[config.mk]
export PLATFORM = sky130hd
export DESIGN_NAME = kernel_reg_loader
export DESIGN_NICKNAME = d
export VERILOG_FILES = /design/src/rtl/kernel_pkg.sv /design/src/rtl/kernel_reg_loader.sv
export SDC_FILE = /design/constraint.sdc
export NUM_CORES = 1
export LEC_CHECK = 0
export ABC_AREA = 1
export CAP_MARGIN = 20
export CORE_MARGIN = 1.5
export CORE_UTILIZATION = 50
export CTS_BUF_LIST = sky130_fd_sc_hd__clkbuf_2 sky130_fd_sc_hd__clkbuf_4 sky130_fd_sc_hd__clkbuf_8
export DETAILED_ROUTE_END_ITERATION = 8
export GPL_TIMING_DRIVEN = 0
export PLACE_DENSITY = 0.9
export SLEW_MARGIN = 20
export SYNTH_ARGS = -nofsm -noshare
export SYNTH_HDL_FRONTEND = slang
export SYNTH_SLANG_ARGS = --single-unit
[constraint.sdc]
create_clock -name clk -period 3.1 [get_ports clk]
set_clock_uncertainty 0.15 [all_clocks]
set_input_delay 0.31 -clock clk [delete_from_list [all_inputs] [get_ports clk]]
set_output_delay 0.31 -clock clk [all_outputs]
set_load 0.005 [all_outputs]
[src/rtl/kernel_pkg.sv]
// Shared constants and types for the kernel register-file write path.
//   KERNEL_WIDTH   : kernel word width (matches register-file data width)
//   KERNEL_ENTRIES : words per kernel
//   KERNEL_ADDR_W  : register-file address width
//   loader_state_t : state encoding of the kernel loader FSM
package kernel_pkg;

  localparam int KERNEL_WIDTH   = 16;
  localparam int KERNEL_ENTRIES = 18;
  localparam int KERNEL_ADDR_W  = 5;

  typedef enum logic [1:0] {
    LD_IDLE  = 2'd0,
    LD_LOAD  = 2'd1,
    LD_FLUSH = 2'd2,
    LD_DONE  = 2'd3
  } loader_state_t;

endpackage

[src/rtl/kernel_reg_loader.sv]
// kernel_reg_loader
// Write-side sequencer for the kernel register file. Accepts kernel words on a
// valid/ready stream and writes them to entries 0..NUM_ENTRIES-1 in order, then
// pulses done and raises kernel_valid once the whole kernel is resident.
//
// Ports:
//   clk          in   clock, rising edge
//   rst          in   synchronous active-high reset
//   start        in   pulse: begin loading a new kernel (honoured only in IDLE)
//   in_data      in   kernel word from the fetch path
//   in_valid     in   in_data valid
//   in_ready     out  loader accepts in_data this cycle (LOAD state only)
//   write_addr   out  register-file write address (registered)
//   write_en     out  register-file write enable (registered)
//   din          out  register-file write data (registered)
//   busy         out  LOAD or FLUSH in progress
//   done         out  one-cycle pulse after the last word has been written
//   kernel_valid out  register file holds a complete kernel
module kernel_reg_loader
  import kernel_pkg::*;
#(
  parameter int WIDTH       = KERNEL_WIDTH,
  parameter int NUM_ENTRIES = KERNEL_ENTRIES,
  parameter int ADDR_W      = KERNEL_ADDR_W
) (
  input  logic              clk,
  input  logic              rst,
  input  logic              start,
  input  logic [WIDTH-1:0]  in_data,
  input  logic              in_valid,
  output logic              in_ready,
  output logic [ADDR_W-1:0] write_addr,
  output logic              write_en,
  output logic [WIDTH-1:0]  din,
  output logic              busy,
  output logic              done,
  output logic              kernel_valid
);

  // One extra bit so the counter can represent NUM_ENTRIES itself after the
  // final handshake without wrapping.
  localparam int CNT_W = ADDR_W + 1;
  localparam logic [CNT_W-1:0] LAST_IDX = CNT_W'(NUM_ENTRIES - 1);

  loader_state_t     state_reg, state_next;
  logic [CNT_W-1:0]  counter_reg, counter_next;
  logic              write_en_reg, write_en_next;
  logic [ADDR_W-1:0] write_addr_reg, write_addr_next;
  logic [WIDTH-1:0]  din_reg, din_next;
  logic              kernel_valid_reg, kernel_valid_next;
  logic              handshake;

  assign handshake = in_valid && (state_reg == LD_LOAD);

  always_ff @(posedge clk) begin
    if (rst) begin
      state_reg        <= LD_IDLE;
      counter_reg      <= '0;
      write_en_reg     <= 1'b0;
      write_addr_reg   <= '0;
      din_reg          <= '0;
      kernel_valid_reg <= 1'b0;
    end else begin
      state_reg        <= state_next;
      counter_reg      <= counter_next;
      write_en_reg     <= write_en_next;
      write_addr_reg   <= write_addr_next;
      din_reg          <= din_next;
      kernel_valid_reg <= kernel_valid_next;
    end
  end

  always_comb begin
    state_next        = state_reg;
    counter_next      = counter_reg;
    write_en_next     = 1'b0;
    write_addr_next   = write_addr_reg;
    din_next          = din_reg;
    kernel_valid_next = kernel_valid_reg;

    case (state_reg)
      LD_IDLE: begin
        if (start) begin
          state_next        = LD_LOAD;
          counter_next      = '0;
          // A new load invalidates the resident kernel immediately.
          kernel_valid_next = 1'b0;
        end
      end

      LD_LOAD: begin
        if (handshake) begin
          write_en_next   = 1'b1;
          // counter_reg <= NUM_ENTRIES-1 here, so the low bits are the address.
          write_addr_next = counter_reg[ADDR_W-1:0];
          din_next        = in_data;
          counter_next    = counter_reg + 1'b1;
          if (counter_reg == LAST_IDX) begin
            state_next = LD_FLUSH;
          end
        end
      end

      // The last word's registered write is on the outputs this cycle.
      LD_FLUSH: begin
        state_next = LD_DONE;
      end

      LD_DONE: begin
        kernel_valid_next = 1'b1;
        state_next        = LD_IDLE;
      end

      default: begin
        state_next = LD_IDLE;
      end
    endcase
  end

  assign in_ready     = (state_reg == LD_LOAD);
  assign busy         = (state_reg == LD_LOAD) || (state_reg == LD_FLUSH);
  assign done         = (state_reg == LD_DONE);
  assign write_en     = write_en_reg;
  assign write_addr   = write_addr_reg;
  assign din          = din_reg;
  assign kernel_valid = kernel_valid_reg;

endmodule

# After elaboration in Yosys (flattened, before gate mapping)
# Index checks and enable logic that the tools add are counted.
classes:
  add_sub_neg: 1
  eq_ne: 7
  muxes: 10
  bitwise: 1
  n_reduce_logical: 10
op_table:
  columns: ["cell", "n"]
  rows:
  - ["$mux W6", 2]
  - ["$pmux W6 S2", 1]
  - ["$pmux W2 S4", 1]
  - ["$add A6 B1 Y6 const B", 1]
  - ["$eq A6 B5 Y1 const B", 1]
  - ["$mux W2", 3]
  - ["$reduce_and A3 Y1", 2]
  - ["$eq A2 B2 Y1 const B", 2]
  - ["$ne A2 B1 Y1 const B", 2]
  - ["$reduce_and A2 Y1", 2]
  - ["$reduce_bool A2 Y1", 2]
  - ["$eq A2 B1 Y1 const B", 1]
  - ["$logic_not A2 Y1", 1]
  - ["$mux W1", 2]
  - ["$ne A2 B2 Y1 const B", 1]
  - ["$pmux W1 S2", 1]
  - ["$reduce_or A2 Y1", 1]
  - ["$logic_and A1 B1 Y1", 1]
  - ["$logic_or A1 B1 Y1", 1]
  - ["$not A1 Y1", 1]
totals:
  ff_bits: 31
  input_bits: 20
  output_inout_bits: 26
  word_cells: 35

# Longest topological paths before layout
# Gate-level depths: netlist of the first run.
depth:
  ltp_word: 4
  mapped_depth: 11
  mapped_depth_nobuf: 10

# Worst setup path before layout of the first run
# No wires, ideal clock.
synth_path:
  path_type: "register to register"
  from: "register state_reg[1]"
  to: "register counter_reg[4]"
  setup_time_ns: 0.111
  t_arrival_ns: 1.229
  required_ns: 2.839
  setup_slack_ns: 1.610
  path_stages_with_launch: 12
  n_path_buf: 1
  synth_period_minus_slack_ns: 1.490
  cell_sequence: "dfxtp_1 inv_1 ha_1 buf_6 inv_2 nor2_1 nor2_2 nand2_2 nand2_1 inv_1 nor2_1 nor2_1"
synth_via:
  elab_chain_len: 4
  elab_cells_between_ends: 8
  classes_between: "eq/ne (3); mux (1); reduce/logical (4)"
synth_lines:
  columns: ["element", "line_no", "rtl"]
  rows:
  - ["start, declared", "kernel_reg_loader.sv:45", "loader_state_t state_reg, state_next;"]
  - ["start signal, assigned", "kernel_reg_loader.sv:64", "state_reg <= state_next;"]
  - ["$eq A2 B1 Y1 *", null, null]
  - ["via in_ready", "kernel_reg_loader.sv:31", "output logic in_ready,"]
  - ["$logic_and A1 B1 Y1", "kernel_reg_loader.sv:53", "assign handshake = in_valid && (state_reg == LD_LOAD);"]
  - ["$ne A2 B1 Y1 (no line)", null, null]
  - ["$reduce_and A3 Y1 (no line)", null, null]
  - ["end signal, assigned", "kernel_reg_loader.sv:65", "counter_reg <= counter_next;"]
  - ["end, declared", "kernel_reg_loader.sv:46", "logic [CNT_W-1:0] counter_reg, counter_next;"]
# The timed path passes the listed nets; every way through them passes the cells marked *.
# A chain may end at the register's enable or synchronous reset.

# Worst setup path in the final report of the first run
layout_path:
  from: "register state_reg[0]"
  to: "output busy"
layout_via:
  elab_chain_len: 2
  elab_cells_between_ends: 3
  classes_between: "eq/ne (2); reduce/logical (1)"
layout_lines:
  columns: ["element", "line_no", "rtl"]
  rows:
  - ["$eq A2 B1 Y1 / $eq A2 B2 Y1 (equally long branches)", "kernel_reg_loader.sv:121", "assign busy = (state_reg == LD_LOAD) || (state_reg == LD_FLUSH);"]
  - ["$logic_or A1 B1 Y1 *", "kernel_reg_loader.sv:121", null]
  - ["end, declared", "kernel_reg_loader.sv:35", "output logic busy,"]
# Every way passes the cells marked *; elsewhere a longest branch is shown, timed or not.

==> metrics.yaml, run 1 <==
run_status:
  status: "finished, final reports clean"
clock_network:
  cts_made_buffers: 5
  htreeDepth: 2
  path_clk_slew_ns: 0.10
  clock_latency_ns: 0.34
  cts_resized: 0
  cts_buffer_depth: 2
  cts_setup_buffers: 0
  clock-sinks: 31
  holdBufCountCts: 0
  cts_tree: "yes"
  ctsRootBufferMaster: "clkbuf_4"
routing:
  met1_length_mm: 1.35
  dr_wl_met3_um: 216
  firstDrtPassIters: 4
  wl_mm: 3.21
  vias_per_cell: 4.93
  wire_per_inst_um: 12.2
  dr_wl_met2_mm: 1.59
  antenna_left: 0
  drc: 0
  num_vias: 1301
  routed.top_layer: "met4"
  drt-initial-drc-count: 32
finish:
  nNetsFinal: 260
  layout-drive-gt1-share_pct: 12.0
  syn2layout_area_growth_pct: 41.4
  n_antenna_cell: 0
  largest_register_ffs: 16
  fillCellCount: 177
  fin_area_mm2: 0.00196
sta:
  slew-limit-headroom_pct: 77.6
  clock.fmax_mhz: 476
  finalSetupTns_ns: 0
  drv_slew: 0
  period_needed_ns: 2.10
  setup_viol: 0
  hold_violations: 0
  rsz0062_at_grt: "no"
  post-route-period-util_pct: 67.7
  worstMarginPinSlew_ns: 0.335
power:
  p_leak_nw: 0.820
  pwr_density_cell_mw_per_mm2: 740
  power_w: 0.00145
  ir_drop_v: 0.000641
floorplan:
  dieWidth_um: 55.7
  die_area_mm2: 0.00310
  start_util_pct: 54.5
  row_count: 18
  io_pins: 46
  die_h_um: 55.7
  core_area_mm2: 0.00254
synthesis:
  synthCells: 181
  synth_area_mm2: 0.00139
  synthMuxAreaShare_pct: 0
  synth_compound_area_share_pct: 12.5
  yosys_warnings: 0
  synth_edf_count: 0
  synth_top_area_share_pct: 44.8
  synthesis.area_per_instance_um2: 7.66
  synthTopCellsByArea: "dfxtp_1 (45%), nor2_1 (12%), o21ai_0 (7.9%), ha_1 (6.3%), nand2_1 (4.9%)"
  ys_ff_latch: 31
  synth_fp_nets: 208
  synthDistinctLibCells: 22
  synth_largest_area_cell: "dfxtp_1"
  synthArstFlopShare_pct: 0
  synth.most_common_cell: "nor2_1"
  synth_flop_cell: "dfxtp_1"
  synthAdderAreaFrac_pct: 6.32
  synth_top_family_by_area: "simple AND/OR/NAND/NOR gates"
  synth_common_cells: "nor2_1 (46), dfxtp_1 (31), o21ai_0 (22)"
  synth_xor_area_share_pct: 0.632
  ys_seq_area_share_pct: 44.8
  synth_simple_gate_area_share_pct: 26.6
min_path:
  min_path_type: "flip-flop to flip-flop"
job:
  cap_violations: 0
worst_setup_path:
  path_class: "flip-flop to primary output"
  worstSetupEndpointType: "primary output"
  start_kind: "flip-flop"
  worstPathArrival_ns: 1.64
  critical_path_required_ns: 2.64
  crit_fanout: 4
placed_design:
  gp_congestion: 0.836
  io_buffers: 45
  hpwlAfterDp_mm: 2.23
  placed_area_mm2: 0.00187
global_routing:
  grt_overflow: 0
  grt_max_degree: 11
  grt_use_total_pct: 21.8
  grt_pass1_wl_mm: 5.13
  grt_pass1_vias: 1206
  grt_antenna_before_repair: 0
[per-layer routing]
metal | vias to the layer above | track usage, %
met1 | 580 | 21.7
met5 | - | 0
met3 | 5 | 10.5
li1 | 678 | -
met4 | 0 | 11.5
met2 | 38 | 37.2
[logic make-up after synthesis]
logic type,after synthesis
simple gates,82
compound gates,34
flops,31
buf+inv,26
fa+ha+maj,7
xor+xnor,1
[where the power goes]
group,internal [W],switching (W)
Combinational,0.000290,0.000293
Sequential,0.000479,0.0000483
Clock,0.000190,0.000149
Total,0.000960,0.000490
[critical path, cell delays in order (launching register included)]
cell and delay (ns):
dfxtp_1 0.41, inv_1 0.10, ha_1 0.30, clkdlybuf4s50_1 0.49
[final timing paths]
path | from | end | slack (ns) | cells past startpoint
worst max-delay path | state_reg[0] | busy | 1.00 | 3
worst min register to register | kernel_valid | kernel_valid | 0.33 | 2
worst max register to register | state_reg[1] | counter_reg[4] | 1.41 | 11
worst min-delay path | kernel_valid | kernel_valid | 0.33 | 2
[cells in the final DEF (no fill, tap or decap)]
cell	synthesis	layout
a21oi_1	10	10
a21oi_2	1	1
buf_4	1	1
buf_6	3	3
bufinv_16	0	1
clkbuf_1	1	1
clkbuf_2	2	2
clkbuf_4	0	5
clkbuf_8	0	1
clkdlybuf4s50_1	0	45
clkinv_2	0	1
dfxtp_1	31	31
ha_1	7	7
inv_1	15	15
inv_2	4	4
nand2_1	18	18
nand2_2	3	3
nand2_4	1	1
nand3_1	6	6
nand3_2	1	1
nand4_1	3	3
nor2_1	46	46
nor2_2	1	1
nor2_4	3	3
o21ai_0	22	22
o21ai_1	1	1
xor2_1	1	1
[area by class of cell]
type	instances	area, µm²	area share [%]
multi-input combinational	124	639	32.6
sequential	31	621	31.7
timing repair buffer	45	450	23.0
inverter	19	71.3	3.64
buffer	7	55.1	2.81
clock buffer	6	51.3	2.62
tap	30	37.5	1.91
clock inverter	2	35.0	1.79
[through the flow]
step	hold WS, ns	instances	utilization (%)	setup WS, ns
2_1_floorplan	0.229	181	-	1.61
3_5_place_dp	0.312	256	73.6	1.22
5_1_grt	0.361	264	77.0	0.896
4_1_cts	0.326	264	77.0	0.992
3_3_place_gp	0.304	256	73.6	1.28
6_report	0.325	264	77.0	1.00
No activity file was read; power rests on OpenSTA's default activity.
==> inputs of run 2 (changes only) <==
--- a/config.mk
+++ b/config.mk
@@ -8,11 +8,11 @@
 export ABC_AREA = 1
 export CAP_MARGIN = 20
 export CORE_MARGIN = 1.5
-export CORE_UTILIZATION = 50
+export CORE_UTILIZATION = 47
 export CTS_BUF_LIST = sky130_fd_sc_hd__clkbuf_2 sky130_fd_sc_hd__clkbuf_4 sky130_fd_sc_hd__clkbuf_8
 export DETAILED_ROUTE_END_ITERATION = 8
 export GPL_TIMING_DRIVEN = 0
-export PLACE_DENSITY = 0.9
+export PLACE_DENSITY = 0.86
 export SLEW_MARGIN = 20
 export SYNTH_ARGS = -nofsm -noshare
 export SYNTH_HDL_FRONTEND = slang
==> constraint.sdc (replaced) <==
create_clock -name clk -period 2.18 [get_ports clk]
set_clock_uncertainty 0.15 [all_clocks]
set_input_delay 0.218 -clock clk [delete_from_list [all_inputs] [get_ports clk]]
set_output_delay 0.218 -clock clk [all_outputs]
set_load 0.005 [all_outputs]
==> run 2 against run 1 <==
  * Critical path depth did not move
  * Non-clock buffer count did not move
  * Routed wire length fell by 10%
  * Critical endpoint unchanged
  * Clock power rose by 14%
  * Global-route usage fell by 3.2 points
  * Hold slack improved by 0.012 ns
  * Total power rose by 34%
  * Design area fell by 0.64%
  * Largest power group unchanged
==> metrics.yaml, run 2 (synthesis results as in run 1) <==
worst_setup_path:
  worstSetupEndpointType: "primary output"
  critical_path_required_ns: 1.81  # -0.83 ns
  path_class: "flip-flop to primary output"
  worstPathArrival_ns: 1.59  # -0.05 ns
  crit_fanout: 4  # unchanged
  start_kind: "flip-flop"
floorplan:
  die_area_mm2: 0.00328  # +6.0%
  io_pins: 46  # unchanged
  start_util_pct: 49.8  # -4.6 points
  die_h_um: 57.3  # +3.0%
  core_area_mm2: 0.00278  # +9.3%
  dieWidth_um: 57.3  # +3.0%
  row_count: 19  # +1
placed_design:
  hpwlAfterDp_mm: 2.15  # -3.7%
  dp.cells: 257  # +0.39%
  io_buffers: 45  # unchanged
  post-place-ws_ns: 0.399  # -0.821 ns
  gp_congestion: 0.795  # -4.9%
clock_network:
  cts_tree: "yes"
  ctsRootBufferMaster: "clkbuf_4"
  cts_setup_buffers: 0  # unchanged
  htreeDepth: 2  # unchanged
  cts_made_buffers: 5  # unchanged
  cts_resized: 0  # unchanged
  cts_buffer_depth: 2  # unchanged
  holdBufCountCts: 0  # unchanged
  clock_latency_ns: 0.32  # -0.02 ns
  path_clk_slew_ns: 0.09  # about the same
  clock-sinks: 31  # unchanged
routing:
  wl_mm: 2.89  # -10%
  drt-initial-drc-count: 56  # +75%
  antenna_left: 0  # unchanged
  drc: 0  # unchanged
  vias_per_cell: 4.82  # -2.3%
  num_vias: 1276  # -1.9%
  firstDrtPassIters: 4  # unchanged
  wire_per_inst_um: 10.9  # -10%
finish:
  final_common_cell: "nor2_1"
  n_antenna_cell: 0  # unchanged
  layout-drive-gt1-share_pct: 12.0  # unchanged
  layout.cells.most_common_list: "nor2_1 (46), clkdlybuf4s50_1 (45), dfxtp_1 (31), o21ai_0 (22), nand2_1 (18)"
  nNetsFinal: 260  # unchanged
  syn2layout_area_growth_pct: 40.5
  final_cells: 265  # +0.38%
  largest_register_ffs: 16  # unchanged
sta:
  setup_ws_ns: 0.219  # -0.782 ns
  drv_slew: 0  # unchanged
  clock.fmax_mhz: 510
  rsz0062_at_grt: "no"
  period_needed_ns: 1.96
  hold_violations: 0  # unchanged
  setup_viol: 0  # unchanged
  post-route-period-util_pct: 90.0
  finalSetupTns_ns: 0  # unchanged
  worstMarginPinSlew_ns: 0.365  # +0.0291 ns
  slew-limit-headroom_pct: 75.7  # -1.9 points
global_routing:
  grt_overflow: 0  # unchanged
  grt_pass1_vias: 1096  # -9.1%
  grt_max_degree: 11  # unchanged
  grt_use_total_pct: 18.6  # -3.2 points
  grt_pass1_wl_mm: 4.65  # -9.4%
  grt_antenna_before_repair: 0  # unchanged
power:
  pwr_density_cell_mw_per_mm2: 999  # +35%
  p_leak_nw: 0.814  # -0.76%
  ir_drop_v: 0.000783  # +22%
job:
  cap_violations: 0  # unchanged
min_path:
  min_path_type: "flip-flop to flip-flop"
run_status:
  status: "finished, final reports clean"
run 2: cell types whose count changed in the layout (fill, tap and decap cells not counted):
cell,before,now
clkbuf_8,1,2
bufinv_16,1,0
clkbuf_4,5,6
clkinv_2,1,0
run 2: critical path, stage by stage (launching register included):
cell and delay (ns):
dfxtp_1 0.39, inv_1 0.09, ha_1 0.29, clkdlybuf4s50_1 0.50
run 2: layer usage:
metal,wire length (µm),vias up,global-route usage [%]
met5,0,-,0
met4,55,0,9.63
met3,129,7,4.76
met2,1400,38,28.9
met1,1300,560,23.9
li1,-,671,-
run 2: path summary, 6_finish.rpt:
| kind | from | end | slack, ns | depth (start not counted) |
|---|---|---|---|---|
| setup / recovery | state_reg[0] | busy | 0.22 | 3 |
| setup reg to reg | state_reg[1] | counter_reg[4] | 0.54 | 11 |
| hold / removal | kernel_valid | kernel_valid | 0.34 | 2 |
| hold reg to reg | kernel_valid | kernel_valid | 0.34 | 2 |
run 2: metrics by stage:
stage	util, %	hold slack (ns)	total power, W	area (µm²)
CTS	70.0	0.334	0.00196	1950
finish	70.0	0.337	0.00195	1950
detailed placement	67.4	0.321	0.00157	1880
floorplan	-	0.137	0.00122	1390
global route	70.0	0.358	0.00209	1950
global placement	67.4	0.305	0.00155	1880
run 2: final cells by class:
type	count	area, µm²
sequential	31	621
timing repair buffer	45	450
multi-input combinational	124	639
buffer	7	55.1
clock buffer	8	72.6
tap	31	38.8
inverter	19	71.3
fill	229	833
run 2: report_power, final:
part / switching (W) / internal [W] / total, W
Combinational: 0.000396 / 0.000412 / 0.000809
Sequential: 0.0000678 / 0.000681 / 0.000749
Clock: 0.000186 / 0.000202 / 0.000388
==> inputs of run 3 (changes only) <==
--- a/config.mk
+++ b/config.mk
@@ -11,8 +11,10 @@
 export CORE_UTILIZATION = 47
 export CTS_BUF_LIST = sky130_fd_sc_hd__clkbuf_2 sky130_fd_sc_hd__clkbuf_4 sky130_fd_sc_hd__clkbuf_8
 export DETAILED_ROUTE_END_ITERATION = 8
+export GPL_ROUTABILITY_DRIVEN = 0
 export GPL_TIMING_DRIVEN = 0
 export PLACE_DENSITY = 0.86
+export RECOVER_POWER = 50
 export SLEW_MARGIN = 20
 export SYNTH_ARGS = -nofsm -noshare
 export SYNTH_HDL_FRONTEND = slang
==> run 3 against run 2 <==
  * Register-to-register slack lost 0.28 ns
  * Design area is 0.90% lower
  * Clock power grew 1%
  * Non-clock buffer count unchanged
  * Combinational power decreased by 6.3%
  * Via count fell by 0.31%
  * Hold slack worse by 0.0078 ns
  * Die area unchanged
  * Sequential share of layout area is 0.29 points higher
  * Fmax hardly changed
  * Critical path depth stayed put
==> metrics.yaml, run 3 (synthesis results as in run 1) <==
run_status:
  status: "finished, final reports clean"
finish:
  nNetsFinal: 260  # unchanged
  fin_area_mm2: 0.00193  # -0.90%
  n_antenna_cell: 0  # unchanged
  fillCellCount: 234  # +2.2%
  layout.cells.most_common_list: "nor2_1 (46), dfxtp_1 (31), dlygate4sd3_1 (23), o21ai_0 (22), clkdlybuf4s50_1 (22)"
  largest_register_ffs: 16  # unchanged
  final_common_cell: "nor2_1"
  final_core_util_pct: 69.4  # -0.63 points
  layout-drive-gt1-share_pct: 10.3  # -1.7 points
  syn2layout_area_growth_pct: 39.3
routing:
  wl_mm: 2.89  # about the same
  vias_per_cell: 4.80  # -0.31%
  antenna_left: 0  # unchanged
  drt-initial-drc-count: 50  # -11%
  firstDrtPassIters: 4  # unchanged
  drc: 0  # unchanged
  wire_per_inst_um: 10.9  # about the same
  num_vias: 1272  # -0.31%
worst_setup_path:
  r2r_setup_slack_ns: 0.26  # -0.28 ns
  crit_chain: "inv_1 > ha_1 > clkdlybuf4s50_1"
  critical_path_required_ns: 1.81  # about the same
  crit_family: "buffers and inverters"
  critical_path_buf_inv_count: 2  # unchanged
  start_kind: "flip-flop"
  crit_path_top_delay_cell: "clkdlybuf4s50_1"
  worstSetupEndpointType: "primary output"
  worstPathArrival_ns: 1.59  # about the same
  path_class: "flip-flop to primary output"
  slowest_delay_ns: 0.50  # about the same
  crit_fanout: 4  # unchanged
clock_network:
  cts_setup_buffers: 0  # unchanged
  clock-sinks: 31  # unchanged
  holdBufCountCts: 0  # unchanged
  cts_resized: 0  # unchanged
  cts_tree: "yes"
  ctsRootBufferMaster: "clkbuf_4"
  path_clk_slew_ns: 0.09  # about the same
  cts_made_buffers: 5  # unchanged
  cts_buffer_depth: 2  # unchanged
  htreeDepth: 2  # unchanged
  clock_latency_ns: 0.32  # about the same
sta:
  worstMarginPinSlew_ns: 0.378  # +0.0134 ns
  finalSetupTns_ns: 0  # unchanged
  hold_violations: 0  # unchanged
  rsz0062_at_grt: "no"
  clock.fmax_mhz: 510  # about the same
  period_needed_ns: 1.96  # -0.00138 ns
  post-route-period-util_pct: 89.9  # about the same
  slew-limit-headroom_pct: 74.8  # -0.89 points
  drv_slew: 0  # unchanged
  setup_viol: 0  # unchanged
min_path:
  min_path_type: "flip-flop to flip-flop"
floorplan:
  die_area_mm2: 0.00328  # unchanged
  dieWidth_um: 57.3  # unchanged
  io_pins: 46  # unchanged
  die_h_um: 57.3  # unchanged
  start_util_pct: 49.8  # unchanged
  core_area_mm2: 0.00278  # unchanged
  row_count: 19  # unchanged
power:
  p_leak_nw: 0.874  # +7.5%
  pwr_density_cell_mw_per_mm2: 981  # -1.7%
  ir_drop_v: 0.000775  # -1.0%
job:
  cap_violations: 0  # unchanged
global_routing:
  grt_overflow: 0  # unchanged
  grt_pass1_wl_mm: 4.65  # unchanged
  grt_antenna_before_repair: 0  # unchanged
  grt_max_degree: 11  # unchanged
  grt_use_total_pct: 18.6  # unchanged
  grt_pass1_vias: 1096  # unchanged
placed_design:
  placed_area_mm2: 0.00188  # unchanged
  hpwlAfterDp_mm: 2.15  # unchanged
  io_buffers: 45  # unchanged
## run 3: cell count changes in the layout (fill, tap and decap cells not counted)
cell             change
clkdlybuf4s50_1     -23
dlygate4sd3_1       +23
nand2_1              +2
buf_6                -1
clkbuf_1             +1
inv_1                +1
inv_2                -1
nand2_2              -1
nand2_4              -1
## run 3: through the flow
| stage | hold WS [ns] | total power [W] | worst slack [ns] | instances |
|---|---|---|---|---|
| 2_1_floorplan | 0.137 | 0.00122 | 0.690 | 181 |
| 3_3_place_gp | 0.305 | 0.00155 | 0.411 | 257 |
| 3_5_place_dp | 0.321 | 0.00157 | 0.399 | 257 |
| 4_1_cts | 0.334 | 0.00196 | 0.197 | 265 |
| 5_1_grt | 0.358 | 0.00203 | 0.101 | 265 |
| 6_report | 0.329 | 0.00189 | 0.220 | 265 |
## run 3: final timing paths
check                from           end  cells past startpoint
max          state_reg[0]          busy                      3
min          kernel_valid  kernel_valid                      2
max reg2reg  state_reg[1]       din[14]                      8
min reg2reg  kernel_valid  kernel_valid                      2
## run 3: cell type report
class,instances,area (µm²),area share (%)
inverters,19,71.3,3.69
multi-input cells,124,629,32.6
plain buffers,7,47.5,2.46
clock buffers,8,72.6,3.76
flip-flops and latches,31,621,32.1
repair buffers,45,450,23.3
well taps,31,38.8,2.01
## run 3: report_power, final
group          internal [W]  leakage, nW  total [W]  switching, W
logic              0.000369        0.580   0.000758      0.000389
clock network      0.000202       0.0420   0.000392      0.000190
registers          0.000681        0.253   0.000745     0.0000640
total               0.00125        0.874    0.00189      0.000643
## run 3: metal layers
layer	part of all wire (%)	GRT usage (%)	routed length (µm)	vias up
met5	0	0	0	-
met4	1.9	9.63	55	0
met3	3.7	4.76	106	8
met2	47	28.9	1370	28
met1	47	23.9	1360	561
li1	-	-	-	675
## run 3: tightest hold or removal path, stage by stage (launching register included)
cell	delay, ns
dfxtp_1	0.32
nand2_1	0.06
a21oi_1	0.06
